**src/rtl/bank_htu_pkg.sv**
```systemverilog
// Shared types for the bank HTU victim allocator: way one-hot vector and the allocation FSM states.
package bank_htu_pkg;

  localparam int WAYS = 8;

  typedef logic [WAYS-1:0] way_oh_t;

  typedef enum logic [1:0] {
    ST_IDLE = 2'd0,
    ST_PICK = 2'd1,
    ST_RESP = 2'd2
  } alloc_state_e;

  function automatic logic onehot0(input way_oh_t v);
    return (v & (v - way_oh_t'(1))) == '0;
  endfunction

endpackage

```
**src/rtl/bank_htu_prio_onehot.sv**
```systemverilog
// Lowest-index one-hot picker: keeps only the least significant set bit of the request vector.
module bank_htu_prio_onehot (
  input  logic [7:0] i_req,
  output logic [7:0] o_onehot
);

  // Two's complement isolates the lowest set bit; zero input gives zero output.
  assign o_onehot = i_req & (~i_req + 8'd1);

endmodule

```
**src/rtl/bank_htu_victim_alloc.sv**
```systemverilog
// Victim allocator for one set of the 8-way bank HTU: chooses and locks a victim way per request,
// tracks valid/lock state, and arbitrates single-touch-per-cycle access into the PLRU tree.
module bank_htu_victim_alloc #(
  parameter int WAYS        = 8,
  parameter bit ALLOC_TOUCH = 1'b1
) (
  input  logic            clk_i,
  input  logic            rst_i,
  input  logic            alloc_req_vld_i,
  output logic            alloc_req_rdy_o,
  output logic            alloc_rsp_vld_o,
  input  logic            alloc_rsp_rdy_i,
  output logic [WAYS-1:0] alloc_rsp_way_o,
  output logic            alloc_rsp_evict_o,
  input  logic [WAYS-1:0] way_dirty_i,
  input  logic            hit_vld_i,
  input  logic [WAYS-1:0] hit_way_i,
  input  logic            fill_done_vld_i,
  input  logic [WAYS-1:0] fill_done_way_i,
  input  logic            inval_vld_i,
  input  logic [WAYS-1:0] inval_way_i,
  input  logic [WAYS-1:0] oldest_way_array_i,
  output logic [WAYS-1:0] access_array_o,
  output logic [WAYS-1:0] way_locked_o
);

  import bank_htu_pkg::*;

  alloc_state_e r_state;
  alloc_state_e w_state_nxt;

  way_oh_t r_valid;
  way_oh_t r_lock;
  way_oh_t r_victim;
  logic    r_evict;
  logic    r_touch_pend;

  way_oh_t w_cand_inv;
  way_oh_t w_cand_fb;
  way_oh_t w_pick_inv;
  way_oh_t w_pick_fb;
  way_oh_t w_oldest_ok;
  way_oh_t w_victim;
  way_oh_t w_lock_set;
  way_oh_t w_fill_eff;
  way_oh_t w_inval_mask;
  logic    w_has_cand;
  logic    w_evict;
  logic    w_rsp_fire;
  logic    w_touch_issue;

  assign w_cand_inv  = ~r_valid & ~r_lock;
  assign w_cand_fb   = r_valid & ~r_lock;
  assign w_oldest_ok = oldest_way_array_i & ~r_lock;
  assign w_has_cand  = |(~r_lock);

  bank_htu_prio_onehot u_prio_inv (
    .i_req    (w_cand_inv),
    .o_onehot (w_pick_inv)
  );

  bank_htu_prio_onehot u_prio_fb (
    .i_req    (w_cand_fb),
    .o_onehot (w_pick_fb)
  );

  // Empty ways first, then the PLRU choice if it is free, else the lowest unlocked valid way.
  always_comb begin
    w_victim = w_pick_fb;
    if (|w_cand_inv) begin
      w_victim = w_pick_inv;
    end else if (|w_oldest_ok) begin
      w_victim = oldest_way_array_i;
    end
  end

  assign w_evict = |(w_victim & r_valid & way_dirty_i);

  always_ff @(posedge clk_i) begin
    if (rst_i) begin
      r_state <= ST_IDLE;
    end else begin
      r_state <= w_state_nxt;
    end
  end

  always_comb begin
    w_state_nxt     = r_state;
    alloc_req_rdy_o = 1'b0;
    alloc_rsp_vld_o = 1'b0;
    w_lock_set      = '0;
    case (r_state)
      ST_IDLE: begin
        alloc_req_rdy_o = ~r_touch_pend;
        if (alloc_req_vld_i && !r_touch_pend) begin
          w_state_nxt = ST_PICK;
        end
      end
      ST_PICK: begin
        if (w_has_cand) begin
          w_lock_set  = w_victim;
          w_state_nxt = ST_RESP;
        end
      end
      ST_RESP: begin
        alloc_rsp_vld_o = 1'b1;
        if (alloc_rsp_rdy_i) begin
          w_state_nxt = ST_IDLE;
        end
      end
      default: begin
        w_state_nxt = ST_IDLE;
      end
    endcase
  end

  assign w_rsp_fire    = (r_state == ST_RESP) && alloc_rsp_rdy_i;
  assign w_touch_issue = r_touch_pend && !hit_vld_i;
  assign w_fill_eff    = fill_done_vld_i ? (fill_done_way_i & r_lock) : '0;
  assign w_inval_mask  = inval_vld_i ? inval_way_i : '0;

  // Invalidate overrides a same-cycle fill; a freshly locked victim drops its valid until refilled.
  always_ff @(posedge clk_i) begin
    if (rst_i) begin
      r_valid      <= '0;
      r_lock       <= '0;
      r_victim     <= '0;
      r_evict      <= 1'b0;
      r_touch_pend <= 1'b0;
    end else begin
      r_lock  <= (r_lock & ~w_fill_eff) | w_lock_set;
      r_valid <= (r_valid | w_fill_eff) & ~w_inval_mask & ~w_lock_set;
      if (|w_lock_set) begin
        r_victim <= w_victim;
        r_evict  <= w_evict;
      end
      if (w_rsp_fire && ALLOC_TOUCH) begin
        r_touch_pend <= 1'b1;
      end else if (w_touch_issue) begin
        r_touch_pend <= 1'b0;
      end
    end
  end

  // Hits win the single PLRU port; a pending allocation touch waits for a hit-free cycle.
  always_comb begin
    access_array_o = '0;
    if (hit_vld_i) begin
      access_array_o = hit_way_i;
    end else if (r_touch_pend) begin
      access_array_o = r_victim;
    end
  end

  assign alloc_rsp_way_o   = alloc_rsp_vld_o ? r_victim : '0;
  assign alloc_rsp_evict_o = alloc_rsp_vld_o & r_evict;
  assign way_locked_o      = r_lock;

  a_hit_onehot : assert property (@(posedge clk_i) disable iff (rst_i)
    hit_vld_i |-> (hit_way_i != '0) && onehot0(hit_way_i));

  a_fill_locked : assert property (@(posedge clk_i) disable iff (rst_i)
    fill_done_vld_i |-> (fill_done_way_i & ~r_lock) == '0);

endmodule

```
**config.mk**
```make
export PLATFORM = sky130hd
export DESIGN_NAME = bank_htu_victim_alloc
export DESIGN_NICKNAME = d
export VERILOG_FILES = /design/src/rtl/bank_htu_pkg.sv /design/src/rtl/bank_htu_prio_onehot.sv /design/src/rtl/bank_htu_victim_alloc.sv
export SDC_FILE = /design/constraint.sdc
export NUM_CORES = 1
export LEC_CHECK = 0
export CORE_MARGIN = 2
export CORE_UTILIZATION = 41
export CTS_CLUSTER_SIZE = 12
export DETAILED_ROUTE_END_ITERATION = 8
export PLACE_DENSITY = 0.74
export REMOVE_ABC_BUFFERS = 1
export SYNTH_ARGS = -nofsm -noshare
export SYNTH_HDL_FRONTEND = slang
export SYNTH_HIERARCHICAL = 1
export SYNTH_SLANG_ARGS = --single-unit
```
**constraint.sdc**
```tcl
create_clock -name clk_i -period 4.2 [get_ports clk_i]
set_clock_uncertainty 0.15 [all_clocks]
set_input_delay 0.63 -clock clk_i [delete_from_list [all_inputs] [get_ports clk_i]]
set_output_delay 0.63 -clock clk_i [all_outputs]
set_load 0.1 [all_outputs]
```
-- Word-level counts from Yosys, hierarchy flattened
Index checks and enable logic that the tools add are counted.
- register bits: 28
- bits of input ports: 47
- output and inout port bits: 27
- logic and storage cells: 65
- $add $sub $neg: 2
- eq/ne operators: 5
- muxes and demuxes: 17
- bitwise operators: 22
- reduce and logical (&&, ||, !) cells: 13
- operators by type and width (operator ; count):
    $and A8 B8 Y8 ; 11
    $mux W8 ; 9
    $not A8 Y8 ; 7
    $reduce_or A8 Y1 ; 5
    $add A8 B1 Y8 const B ; 2
    $or A8 B8 Y8 ; 2
    $mux W2 ; 3
    $ne A2 B2 Y1 const B ; 3
    $pmux W2 S3 ; 1
    $mux W1 ; 4
    $logic_and A1 B1 Y1 ; 3
    $reduce_and A3 Y1 ; 1
    $eq A2 B1 Y1 const B ; 1
    $eq A2 B2 Y1 const B ; 1
    $logic_not A1 Y1 ; 2
    $logic_not A2 Y1 ; 1
    $reduce_bool A2 Y1 ; 1
    $and A1 B1 Y1 ; 1
    $not A1 Y1 ; 1

-- Logic depth before layout (Yosys ltp)
- depth after elaboration: 11
- mapped depth: 9
- gate-level depth less buffers: 8

-- Cells and area by module
Netlist, hierarchy kept.
- modules (own cells, without submodules) (module ; times used ; cells an instance ; area each (sq um) ; seq. area each (sq um)):
    bank_htu_victim_alloc ; 1 ; 244 ; 1836.8 ; 560.5
    bank_htu_prio_onehot ; 2 ; 10 ; 83.8 ; 0.0

-- Worst setup path after synthesis
Ideal clock, no wire load.
- path type: input-to-output
- start point: in hit_vld_i
- end point: out access_array_o[5]
- arrival time: 2.946 ns
- data required time: 3.420 ns
- setup slack: 0.474 ns
- stages on the path: 2
- buffers on the path: 1
- cells stage by stage: clkbuf_1 o21ai_0
- cells in the longest elaborated chain, start to end: 1
- RTL lines (item ; RTL line ; text):
    from (decl) ; bank_htu_victim_alloc.sv:16 ; input logic hit_vld_i,
    $mux W8 ; bank_htu_victim_alloc.sv:148 ; if (hit_vld_i) begin
    to (decl) ; bank_htu_victim_alloc.sv:23 ; output logic [WAYS-1:0] access_array_o,
No other way between the ends.

-- Worst setup path in the final report
- start point: reg r_state[1]
- end point: out alloc_rsp_way_o[2]
- cells in the longest elaborated chain, start to end: 3
- RTL lines (item ; RTL line ; text):
    from (decl) ; bank_htu_victim_alloc.sv:29 ; alloc_state_e r_state;
    from (signal assigned) ; bank_htu_victim_alloc.sv:83 ; r_state <= w_state_nxt;
    $eq A2 B2 Y1 ; bank_htu_victim_alloc.sv:92 ; case (r_state)
    $mux W1 ; bank_htu_victim_alloc.sv:92 ;
    $mux W8 ; bank_htu_victim_alloc.sv:155 ; assign alloc_rsp_way_o = alloc_rsp_vld_o ? r_victim : '0;
    to (decl) ; bank_htu_victim_alloc.sv:13 ; output logic [WAYS-1:0] alloc_rsp_way_o,
No other way between the ends.

==> results.json <==
{
  "rows": 25,
  "path_clk_slew_ns": 0.11,
  "required_ns": 3.42,
  "fillers": 441,
  "leakage_nw": 1.00,
  "area_growth_pct": 41.3,
  "drv_slew": 0,
  "seqCellArea_um2": 561,
  "vdd_drop_max_v": 0.000120,
  "critPathCaptureType": "output port",
  "whs_path_depth": 2,
  "worstReg2RegEnd": "r_evict",
  "setup_violations": 0,
  "seq_area_frac_synth": 0.280,
  "grt_max_degree": 27,
  "cts.repair.resized": 0,
  "viasPerCell": 5.73,
  "syn_inst": 264,
  "yosys_warnings": 6,
  "p_switching_mw": 0.196,
  "outcome": "completed",
  "initial_core_util": 0.424,
  "syn_avg_cell_area_um2": 7.59,
  "cts_tree": "built",
  "timing.final.crit_share": 0.781,
  "rr_startpoint": "way_locked_o[2]",
  "drt-total-wl_um": 5980,
  "cpPeakStageDelay_ns": 1.14,
  "syn-cell-area_um2": 2000,
  "detail-route-antenna-nets": 0,
  "grt_usage": 0.219,
  "cp_max_fo": 11,
  "seqPwrFrac": 0.418,
  "worst_slew_pin_slew_ns": 0.982,
  "path_cells": "inv_1 -> nor2_1 -> and2_1 -> clkdlybuf4s50_1",
  "critical_path_arrival_ns": 2.50,
  "rr_worst_depth": 7,
  "netSwitchingFraction": 0.298,
  "hold_path_class": "flop to flop",
  "power_density_nw_per_um2": 232,
  "setup.worst_path.end": "alloc_rsp_way_o[2]",
  "cts_max_level": 1,
  "ys.flop_type": "dfxtp_1",
  "nNetsFinal": 381,
  "startpoint": "r_state[1]",
  "wl_per_cell_um": 15.0,
  "hold_violations": 0,
  "drtIter0Drc": 150,
  "cts_setup_buffers": 0,
  "fin_util": 0.600,
  "cts_hold_buf": 0,
  "ys_seq_elements": 28,
  "worst-setup-path-type": "flop to output port",
  "intPower_mw": 0.461,
  "cp-start-kind": "flop",
  "port-buffer-count": 73,
  "grt_antenna_before_repair": 0,
  "die_h_um": 73.9,
  "pin_count": 74,
  "synth-edff-count": 0,
  "fin_crit_ns": 3.28,
  "crit_slowest_cell": "clkdlybuf4s50_1",
  "rrSetupSlack_ns": 1.12,
  "drt-pass1-iter-count": 5,
  "cts_max_path_buffers": 2,
  "drc_errors": 0,
  "vias": 2290,
  "cts_buffers": 3,
  "async_reset_ff_frac": 0,
  "comb_power_share": 0.246,
  "diodes": 0,
  "grt_pass1_wl_um": 9380,
  "root_buffer": "clkbuf_8",
  "coreArea_um2": 4720,
  "layout-drive-gt1-share": 0.108,
  "slew-limit-headroom": 0.343,
  "pwr-share-clk": 0.336,
  "grt_overflow": 0,
  "drv_cap": 0,
  "timing.fmax_mhz": 305,
  "dp_hpwl_um": 4590,
  "place_congestion": 0.889,
  "fin_setup_tns_ns": 0,
  "clk_latency_ns": 0.29,
  "die_w_um": 73.9,
  "multiInputGateArea_um2": 1360,
  "grt_pass1_vias": 1996,
  "yosysUniqueCellTypes": 49,
  "rsz0062_at_grt": "no",
  "cts_sinks": 28,
  "die_area_um2": 5460
}
[layout by cell type (no fill, tap or decap), types with 3 or more instances in the layout]
master           instances
clkbuf_8                 3
nor4b_1                  6
a311oi_1                10
a31oi_1                 10
a21oi_1                 19
o21ai_0                 16
nor3b_1                  3
and3_1                   3
buf_4                   12
nand4_1                  3
inv_1                    5
and2_1                  10
dfxtp_1                 28
o22ai_1                  4
a2111oi_0                6
nand2_1                 35
nor2_2                   4
nand3_1                  6
nor2_1                  25
nand2b_1                10
nor2b_1                  7
clkdlybuf4s50_1         65
[cell type report]
| type | instances | share of cell area |
|---|---|---|
| Multi-Input combinational cell | 219 | 0.479 |
| Timing Repair Buffer | 77 | 0.261 |
| Sequential cell | 28 | 0.198 |
| Tap cell | 67 | 0.0296 |
| Clock buffer | 3 | 0.0146 |
| Clock inverter | 1 | 0.0106 |
| Inverter | 5 | 0.00663 |
[routing by layer]
layer | up-vias | wire (µm) | global-route usage
met3 | 18 | 468 | 0.0343
li1 | 1135 | - | -
met2 | 104 | 2620 | 0.346
met5 | - | 0 | 0
met4 | 0 | 150 | 0.0768
met1 | 1033 | 2740 | 0.303
[worst min-delay path by stage]
stage,startpoint,to,slack [ns]
2_1_floorplan,r_victim[7],r_victim[7],0.31
3_3_place_gp,r_victim[4],r_victim[4],0.33
3_5_place_dp,r_victim[4],r_victim[4],0.33
4_1_cts,r_victim[4],r_victim[4],0.34
5_1_grt,r_victim[4],r_victim[4],0.37
6_report,r_victim[4],r_victim[4],0.34
[power by group through the flow]
stage	combinational (mW)	sequential [mW]	clock, mW
2_1_floorplan	0.0788	0.286	0
3_3_place_gp	0.160	0.281	0
3_5_place_dp	0.160	0.281	0
4_1_cts	0.161	0.275	0.221
5_1_grt	0.171	0.276	0.232
6_report	0.162	0.275	0.221
[kinds of logic (layout without fill, tap and decap cells)]
kind of cell,count (synthesis),count (layout),synth area share
DFF,28,28,0.280
AOI/OAI and AO/OA,84,84,0.288
and+or+nand+nor,134,134,0.384
muxes,1,1,0.00499
buffers and inverters,17,86,0.0431
[sequential cells by signal, summed over array words and instances (netlist names)]
signal        cells
r_victim          8
r_state           2
r_evict           1
r_touch_pend      1
r_valid           8
way_locked_o      8
[critical path: cells and delay by family (launching register included)]
kind / cells / cell delay, ns
flops: 1 / 0.37
simple gates: 2 / 0.62
buf+inv: 2 / 1.22
[synthesized netlist by cell type, drive strengths merged, types with 3 or more instances]
| cell | count | share of area |
|---|---|---|
| o21ai | 16 | 0.040 |
| inv | 5 | 0.0094 |
| nand2b | 10 | 0.031 |
| dfxtp | 28 | 0.28 |
| and2b | 4 | 0.016 |
| nand4 | 3 | 0.0094 |
| a311oi | 10 | 0.044 |
| buf | 4 | 0.019 |
| nor2b | 7 | 0.022 |
| nand2 | 35 | 0.066 |
| nand3 | 6 | 0.015 |
| clkbuf | 8 | 0.015 |
| a21oi | 19 | 0.047 |
| nor4b | 6 | 0.026 |
| a2111oi | 6 | 0.026 |
| o22ai | 4 | 0.012 |
| and2 | 12 | 0.039 |
| and3 | 5 | 0.017 |
| a31oi | 10 | 0.031 |
| nor2 | 29 | 0.059 |
| nor3b | 3 | 0.011 |
| nor4 | 5 | 0.037 |
[per-stage QoR]
step	instances	power (mW)	setup slack [ns]	hold slack, ns	instance area, µm²
finish	400	0.657	0.921	0.342	2830
global route	400	0.679	0.730	0.370	2830
CTS	400	0.657	0.912	0.345	2830
detailed placement	396	0.441	0.709	0.331	2760
global placement	396	0.441	0.866	0.329	2760
floorplan	252	0.365	0.646	0.307	1940
(Power assumes the default switching activity.)
